<file path="config.mk">
export PLATFORM = sky130hd
export DESIGN_NAME = dac_write_sequencer
export DESIGN_NICKNAME = d
export VERILOG_FILES = /design/src/rtl/dac_pkg.sv /design/src/rtl/dac_cmd_fifo.sv /design/src/rtl/dac_write_sequencer.sv
export SDC_FILE = /design/constraint.sdc
export NUM_CORES = 1
export LEC_CHECK = 0
export ABC_CLOCK_PERIOD_IN_PS = 7000
export BUFFER_PORTS_ARGS = -buffer_cell sky130_fd_sc_hd__buf_2
export CAP_MARGIN = 10
export CORE_ASPECT_RATIO = 1.25
export CORE_MARGIN = 1.5
export CORE_UTILIZATION = 50
export DETAILED_ROUTE_END_ITERATION = 6
export GPL_ROUTABILITY_DRIVEN = 0
export PLACE_DENSITY = 0.7
export REMOVE_ABC_BUFFERS = 1
export SYNTH_ARGS = -nofsm -noshare
export SYNTH_HDL_FRONTEND = slang
export SYNTH_HIERARCHICAL = 1
export SYNTH_SLANG_ARGS = --single-unit
</file>
<file path="constraint.sdc">
create_clock -name clk -period 7 [get_ports clk]
set_input_delay 1.4 -clock clk [delete_from_list [all_inputs] [get_ports clk]]
set_output_delay 1.4 -clock clk [all_outputs]
set_load 0.05 [all_outputs]
</file>
<file path="src/rtl/dac_pkg.sv">
// Shared types, widths and default timing for the DAC write sequencer.
package dac_pkg;
    localparam int ADDR_W        = 4;
    localparam int DATA_W        = 12;
    localparam int CMD_W         = ADDR_W + DATA_W;
    localparam int FRAME_LEN_DEF = 34;
    localparam int GAP_LEN_DEF   = 2;

    typedef enum logic [1:0] {
        ST_IDLE = 2'd0,
        ST_LOAD = 2'd1,
        ST_SEND = 2'd2,
        ST_GAP  = 2'd3
    } dac_state_t;

    function automatic int max_int(input int a, input int b);
        return (a > b) ? a : b;
    endfunction
endpackage

</file>
<file path="src/rtl/dac_cmd_fifo.sv">
// Command FIFO with power-of-two depth; pointers wrap naturally at DEPTH.
module dac_cmd_fifo
    import dac_pkg::*;
#(
    parameter int DEPTH = 4,
    parameter int WIDTH = CMD_W
) (
    input  logic                     clk,
    input  logic                     rst_n,
    input  logic                     push,
    input  logic                     pop,
    input  logic [WIDTH-1:0]         wdata,
    output logic [WIDTH-1:0]         rdata,
    output logic                     full,
    output logic                     empty,
    output logic [$clog2(DEPTH):0]   level
);
    localparam int PTR_W = $clog2(DEPTH);

    logic [WIDTH-1:0] mem [DEPTH];
    logic [PTR_W-1:0] wr_ptr;
    logic [PTR_W-1:0] rd_ptr;
    logic [PTR_W:0]   count;
    logic             do_push;
    logic             do_pop;

    // A full FIFO refuses a push even when a pop frees a slot in the same cycle.
    assign do_push = push && !full;
    assign do_pop  = pop && !empty;
    assign full    = (count == (PTR_W+1)'(DEPTH));
    assign empty   = (count == '0);
    assign level   = count;
    assign rdata   = mem[rd_ptr];

    always_ff @(posedge clk) begin
        if (!rst_n) begin
            wr_ptr <= '0;
            rd_ptr <= '0;
            count  <= '0;
        end else begin
            if (do_push) wr_ptr <= wr_ptr + PTR_W'(1);
            if (do_pop)  rd_ptr <= rd_ptr + PTR_W'(1);
            case ({do_push, do_pop})
                2'b10:   count <= count + (PTR_W+1)'(1);
                2'b01:   count <= count - (PTR_W+1)'(1);
                default: count <= count;
            endcase
        end
    end

    always_ff @(posedge clk) begin
        if (do_push) mem[wr_ptr] <= wdata;
    end
endmodule

</file>
<file path="src/rtl/dac_write_sequencer.sv">
// Drains queued DAC commands into fixed-length frames separated by a gap.
module dac_write_sequencer
    import dac_pkg::*;
#(
    parameter int FRAME_LEN = FRAME_LEN_DEF,
    parameter int GAP_LEN   = GAP_LEN_DEF,
    parameter int DEPTH     = 4
) (
    input  logic                   clk,
    input  logic                   rst_n,
    input  logic                   cmd_valid,
    input  logic [ADDR_W-1:0]      cmd_addr,
    input  logic [DATA_W-1:0]      cmd_data,
    output logic                   cmd_ready,
    output logic                   dac_start,
    output logic [ADDR_W-1:0]      dac_addr,
    output logic [DATA_W-1:0]      dac_data,
    output logic                   busy,
    output logic [$clog2(DEPTH):0] fifo_level
);
    localparam int CNT_W = $clog2(max_int(FRAME_LEN, GAP_LEN) + 1);

    dac_state_t       state_q;
    dac_state_t       state_d;
    logic [CNT_W-1:0] cnt_q;
    logic [CNT_W-1:0] cnt_d;
    logic             fifo_full;
    logic             fifo_empty;
    logic             fifo_pop;
    logic             load_en;
    logic             start_d;
    logic             frame_done;
    logic             gap_done;
    logic [CMD_W-1:0] fifo_head;

    dac_cmd_fifo #(.DEPTH(DEPTH), .WIDTH(CMD_W)) u_fifo (
        .clk   (clk),
        .rst_n (rst_n),
        .push  (cmd_valid),
        .pop   (fifo_pop),
        .wdata ({cmd_addr, cmd_data}),
        .rdata (fifo_head),
        .full  (fifo_full),
        .empty (fifo_empty),
        .level (fifo_level)
    );

    assign cmd_ready  = !fifo_full;
    assign busy       = (state_q != ST_IDLE) || !fifo_empty;
    assign frame_done = (cnt_q == CNT_W'(FRAME_LEN - 1));
    assign gap_done   = (cnt_q == CNT_W'(GAP_LEN - 1));

    always_ff @(posedge clk) begin
        if (!rst_n) state_q <= ST_IDLE;
        else        state_q <= state_d;
    end

    always_comb begin
        state_d = state_q;
        case (state_q)
            ST_IDLE: if (!fifo_empty) state_d = ST_LOAD;
            ST_LOAD: state_d = ST_SEND;
            ST_SEND: if (frame_done) state_d = ST_GAP;
            ST_GAP:  if (gap_done) state_d = fifo_empty ? ST_IDLE : ST_LOAD;
            default: state_d = ST_IDLE;
        endcase
    end

    // dac_start is registered from the next state so it is high exactly while in SEND.
    always_comb begin
        fifo_pop = 1'b0;
        load_en  = 1'b0;
        cnt_d    = '0;
        start_d  = (state_d == ST_SEND);
        case (state_q)
            ST_LOAD: begin
                fifo_pop = 1'b1;
                load_en  = 1'b1;
            end
            ST_SEND: cnt_d = frame_done ? '0 : cnt_q + CNT_W'(1);
            ST_GAP:  cnt_d = gap_done ? '0 : cnt_q + CNT_W'(1);
            default: cnt_d = '0;
        endcase
    end

    always_ff @(posedge clk) begin
        if (!rst_n) begin
            cnt_q     <= '0;
            dac_start <= 1'b0;
            dac_addr  <= '0;
            dac_data  <= '0;
        end else begin
            cnt_q     <= cnt_d;
            dac_start <= start_d;
            if (load_en) {dac_addr, dac_data} <= fifo_head;
        end
    end
endmodule

</file>
==> flow_metrics.env <==
export IMPL_power_frac_seq=0.502
export IMPL_syn_inst=254
export IMPL_seq_area_frac_synth=0.682
export IMPL_path_clk_slew_ns=0.10
export IMPL_initialDrtViolationCount=97
export IMPL_syn_area_per_cell_um2=15.0
export IMPL_cts_buffers=9
export IMPL_slew_viol_final=0
export IMPL_p_sw_uw=449
export IMPL_cap_violations=0
export IMPL_critPathSlowestCell="nand2b_1"
export IMPL_p_int_uw=974
export IMPL_min_period_ns=2.95
export IMPL_reg2reg_slack_ns=4.05
export IMPL_die_y_um=101
export IMPL_dp_cells=375
export IMPL_firstDrtPassIters=4
export IMPL_rsz0062_at_grt="no"
export IMPL_switching_share=0.316
export IMPL_wire_per_inst_um=15.8
export IMPL_min_path_type="reg2reg"
export IMPL_ys_types=38
export IMPL_cts_hold_buf=0
export IMPL_cts_resized=0
export IMPL_vdd_ir_drop_max_v=0.000233
export IMPL_finClkSkew_ns=0.0103
export IMPL_finalNonFillerCells=391
export IMPL_fp_dieW_um=81.2
export IMPL_insertion_delay_ns=0.35
export IMPL_num_vias=2089
export IMPL_initial_core_util=0.516
export IMPL_track_usage=0.167
export IMPL_worst_path_buf_inv=2
export IMPL_cts_sinks=98
export IMPL_die_area_mm2=0.00817
export IMPL_fin_setup_tns_ns=0
export IMPL_crit_arrival_ns=3.25
export IMPL_required_ns=7.29
export IMPL_slowest_delay_ns=0.48
export IMPL_worst_pin_slew_ns=1.07
export IMPL_min_period_over_period=0.422
export IMPL_antenna_found_initial=0
export IMPL_grt_overflow=0
export IMPL_syn2layout_area_growth_pct=12.2
export IMPL_setup_viol=0
export IMPL_grt_pass1_wl_mm=9.80
export IMPL_critPathKind="reg2reg"
export IMPL_synth_cell_area_mm2=0.00382
export IMPL_synth_seq_cells=98
export IMPL_tritoncts="done"
export IMPL_critPathMaxFanout=20
export IMPL_io_buffers=40
export IMPL_clockRootBuffer="clkbuf_8"
export IMPL_path_delay_family="simple AND/OR/NAND/NOR gates"
export IMPL_via_per_inst=5.34
export IMPL_drive_gt1_frac=0.258
export IMPL_grt_max_degree=31
export IMPL_power_density_mw_per_mm2=332
export IMPL_drcViolationCount=0
export IMPL_ys_warn_count=6
export IMPL_fmax_mhz=338
export IMPL_clk_path_buf_depth=2
export IMPL_hold_viol=0
export IMPL_cp_end_kind="flop"
export IMPL_crit_chain="nand2b_1, inv_2, nor2b_1, ha_1, inv_1, fa_1, xor2_1, or3_1, a21boi_1"
export IMPL_slew_headroom=0.285
export IMPL_ant_nets=0
export IMPL_fin_nets=321
export IMPL_grt_pass1_vias=2022
export IMPL_setup_worst_path_start_class="flop"
export IMPL_status="completed"
export IMPL_place_hpwl_mm=3.90
export IMPL_wl_mm=6.16
export IMPL_p_leak_nw=1.51
export IMPL_postCtsSetupBuffers=0
export IMPL_io_pins=41
export IMPL_combPwrFrac=0.215
export IMPL_rows=35
export IMPL_p_clk_frac=0.283
export IMPL_core_area_mm2=0.00740
export IMPL_diodes=0
export IMPL_htreeDepth=3
==> power by group through the flow <==
stage	Sequential (mW)	Clock (mW)	Combinational [mW]
final	0.714	0.403	0.306
after detailed placement	0.728	0	0.309
after global routing	0.723	0.434	0.332
after floorplan	0.805	0	0.150
after CTS	0.715	0.412	0.309
after global placement	0.726	0	0.303
==> worst register-to-register path, stage by stage, from the launching register on <==
cell and delay (ns):
dfxtp_1 0.46, nand2b_1 0.48, inv_2 0.48, nor2b_1 0.25
ha_1 0.21, inv_1 0.06, fa_1 0.37, xor2_1 0.16
or3_1 0.30, a21boi_1 0.13
==> layer usage <==
layer  vias up  GRT usage  wire, um
met5         -          0         0
met4         0     0.0849       124
met3        10     0.0299       206
met2        35      0.283      3220
met1      1046      0.204      2610
li1        998          -         -
==> cell families after synthesis <==
kind of cell	share of synthesized area
AOI/OAI and AO/OA	0.0567
xor gates and xnor gates	0.0138
adders and majority gates	0.0282
buffers and inverters	0.0285
DFF	0.682
muxes	0.0996
and+or+nand+nor	0.0914
==> cell type report <==
cell class	instances	area [um2]
clock buffer	9	124
sequential	98	2600
inverter	9	33.8
tap	92	115
clock inverter	7	101
fill	604	3120
multi-input combinational	136	1110
timing repair buffer	40	200
==> state kept, by name (all words and copies together), names as in the netlist, named ones only <==
name	flops
u_fifo/mem	64
u_fifo/level	3
dac_start	1
cnt_q	6
dac_data	12
dac_addr	4
state_q	2
u_fifo/rd_ptr	2
u_fifo/wr_ptr	2
==> through the flow <==
step | power (mW) | worst slack (ns) | util | area [um2] | hold WS (ns)
floorplan | 0.954 | 4.15 | - | 3740 | 0.445
global placement | 1.03 | 3.96 | 0.548 | 4060 | 0.450
finish | 1.42 | 4.05 | 0.579 | 4280 | 0.464
detailed placement | 1.04 | 3.92 | 0.548 | 4060 | 0.457
CTS | 1.44 | 4.01 | 0.579 | 4280 | 0.470
global route | 1.49 | 3.79 | 0.579 | 4280 | 0.494
==> synth_stat cells (all sizes together) <==
| library cell | number | share of area |
|---|---|---|
| o31a | 1 | 0.0023 |
| dfxtp | 34 | 0.18 |
| ha | 7 | 0.023 |
| inv | 9 | 0.0089 |
| nor2 | 7 | 0.0069 |
| mux4 | 16 | 0.094 |
| and3 | 1 | 0.0016 |
| a31oi | 1 | 0.0016 |
| nor2b | 3 | 0.0049 |
| o311a | 1 | 0.0026 |
| or2 | 1 | 0.0016 |
| o21ai | 6 | 0.0079 |
| nor4b | 1 | 0.0023 |
| xnor2 | 2 | 0.0046 |
| and2 | 6 | 0.0098 |
| nand2b | 1 | 0.0016 |
| nand3 | 3 | 0.0039 |
| o221ai | 1 | 0.0023 |
| buf | 8 | 0.017 |
| a21o | 1 | 0.0020 |
| edfxtp | 64 | 0.50 |
| a21oi | 2 | 0.0026 |
| a21boi | 18 | 0.035 |
| clkbuf | 3 | 0.0029 |
| nor3b | 1 | 0.0033 |
| nand2 | 43 | 0.042 |
| or3 | 3 | 0.0049 |
| mux2i | 2 | 0.0052 |
| nor3 | 1 | 0.0026 |
| fa | 1 | 0.0052 |
| nand4bb | 1 | 0.0029 |
| or4b | 1 | 0.0026 |
| xor2 | 4 | 0.0092 |
==> final timing paths <==
kind / to / depth (start not counted) / start
max: u_fifo/level[2] / 9 / state_q[0]
min: dac_data[5] / 2 / dac_data[5]
max reg2reg: u_fifo/level[2] / 9 / state_q[0]
min reg2reg: dac_data[5] / 2 / dac_data[5]
==> placed cells by master (no fill, tap or decap), types with 2 or more instances in the layout <==
cell type and n:
a21oi_1 2, dfxtp_1 34, nand3_1 3, ha_1 7
inv_2 2, nor2b_1 3, edfxtp_1 64, a21boi_1 2
buf_2 40, a21boi_0 16, and2_1 6, mux4_2 16
mux2i_1 2, nand2_1 43, nor2_1 7, o21ai_0 6
inv_1 7, or3_1 3, bufinv_16 2, xnor2_1 2
xor2_1 4, clkbuf_8 9
(Power assumes the default switching activity.)
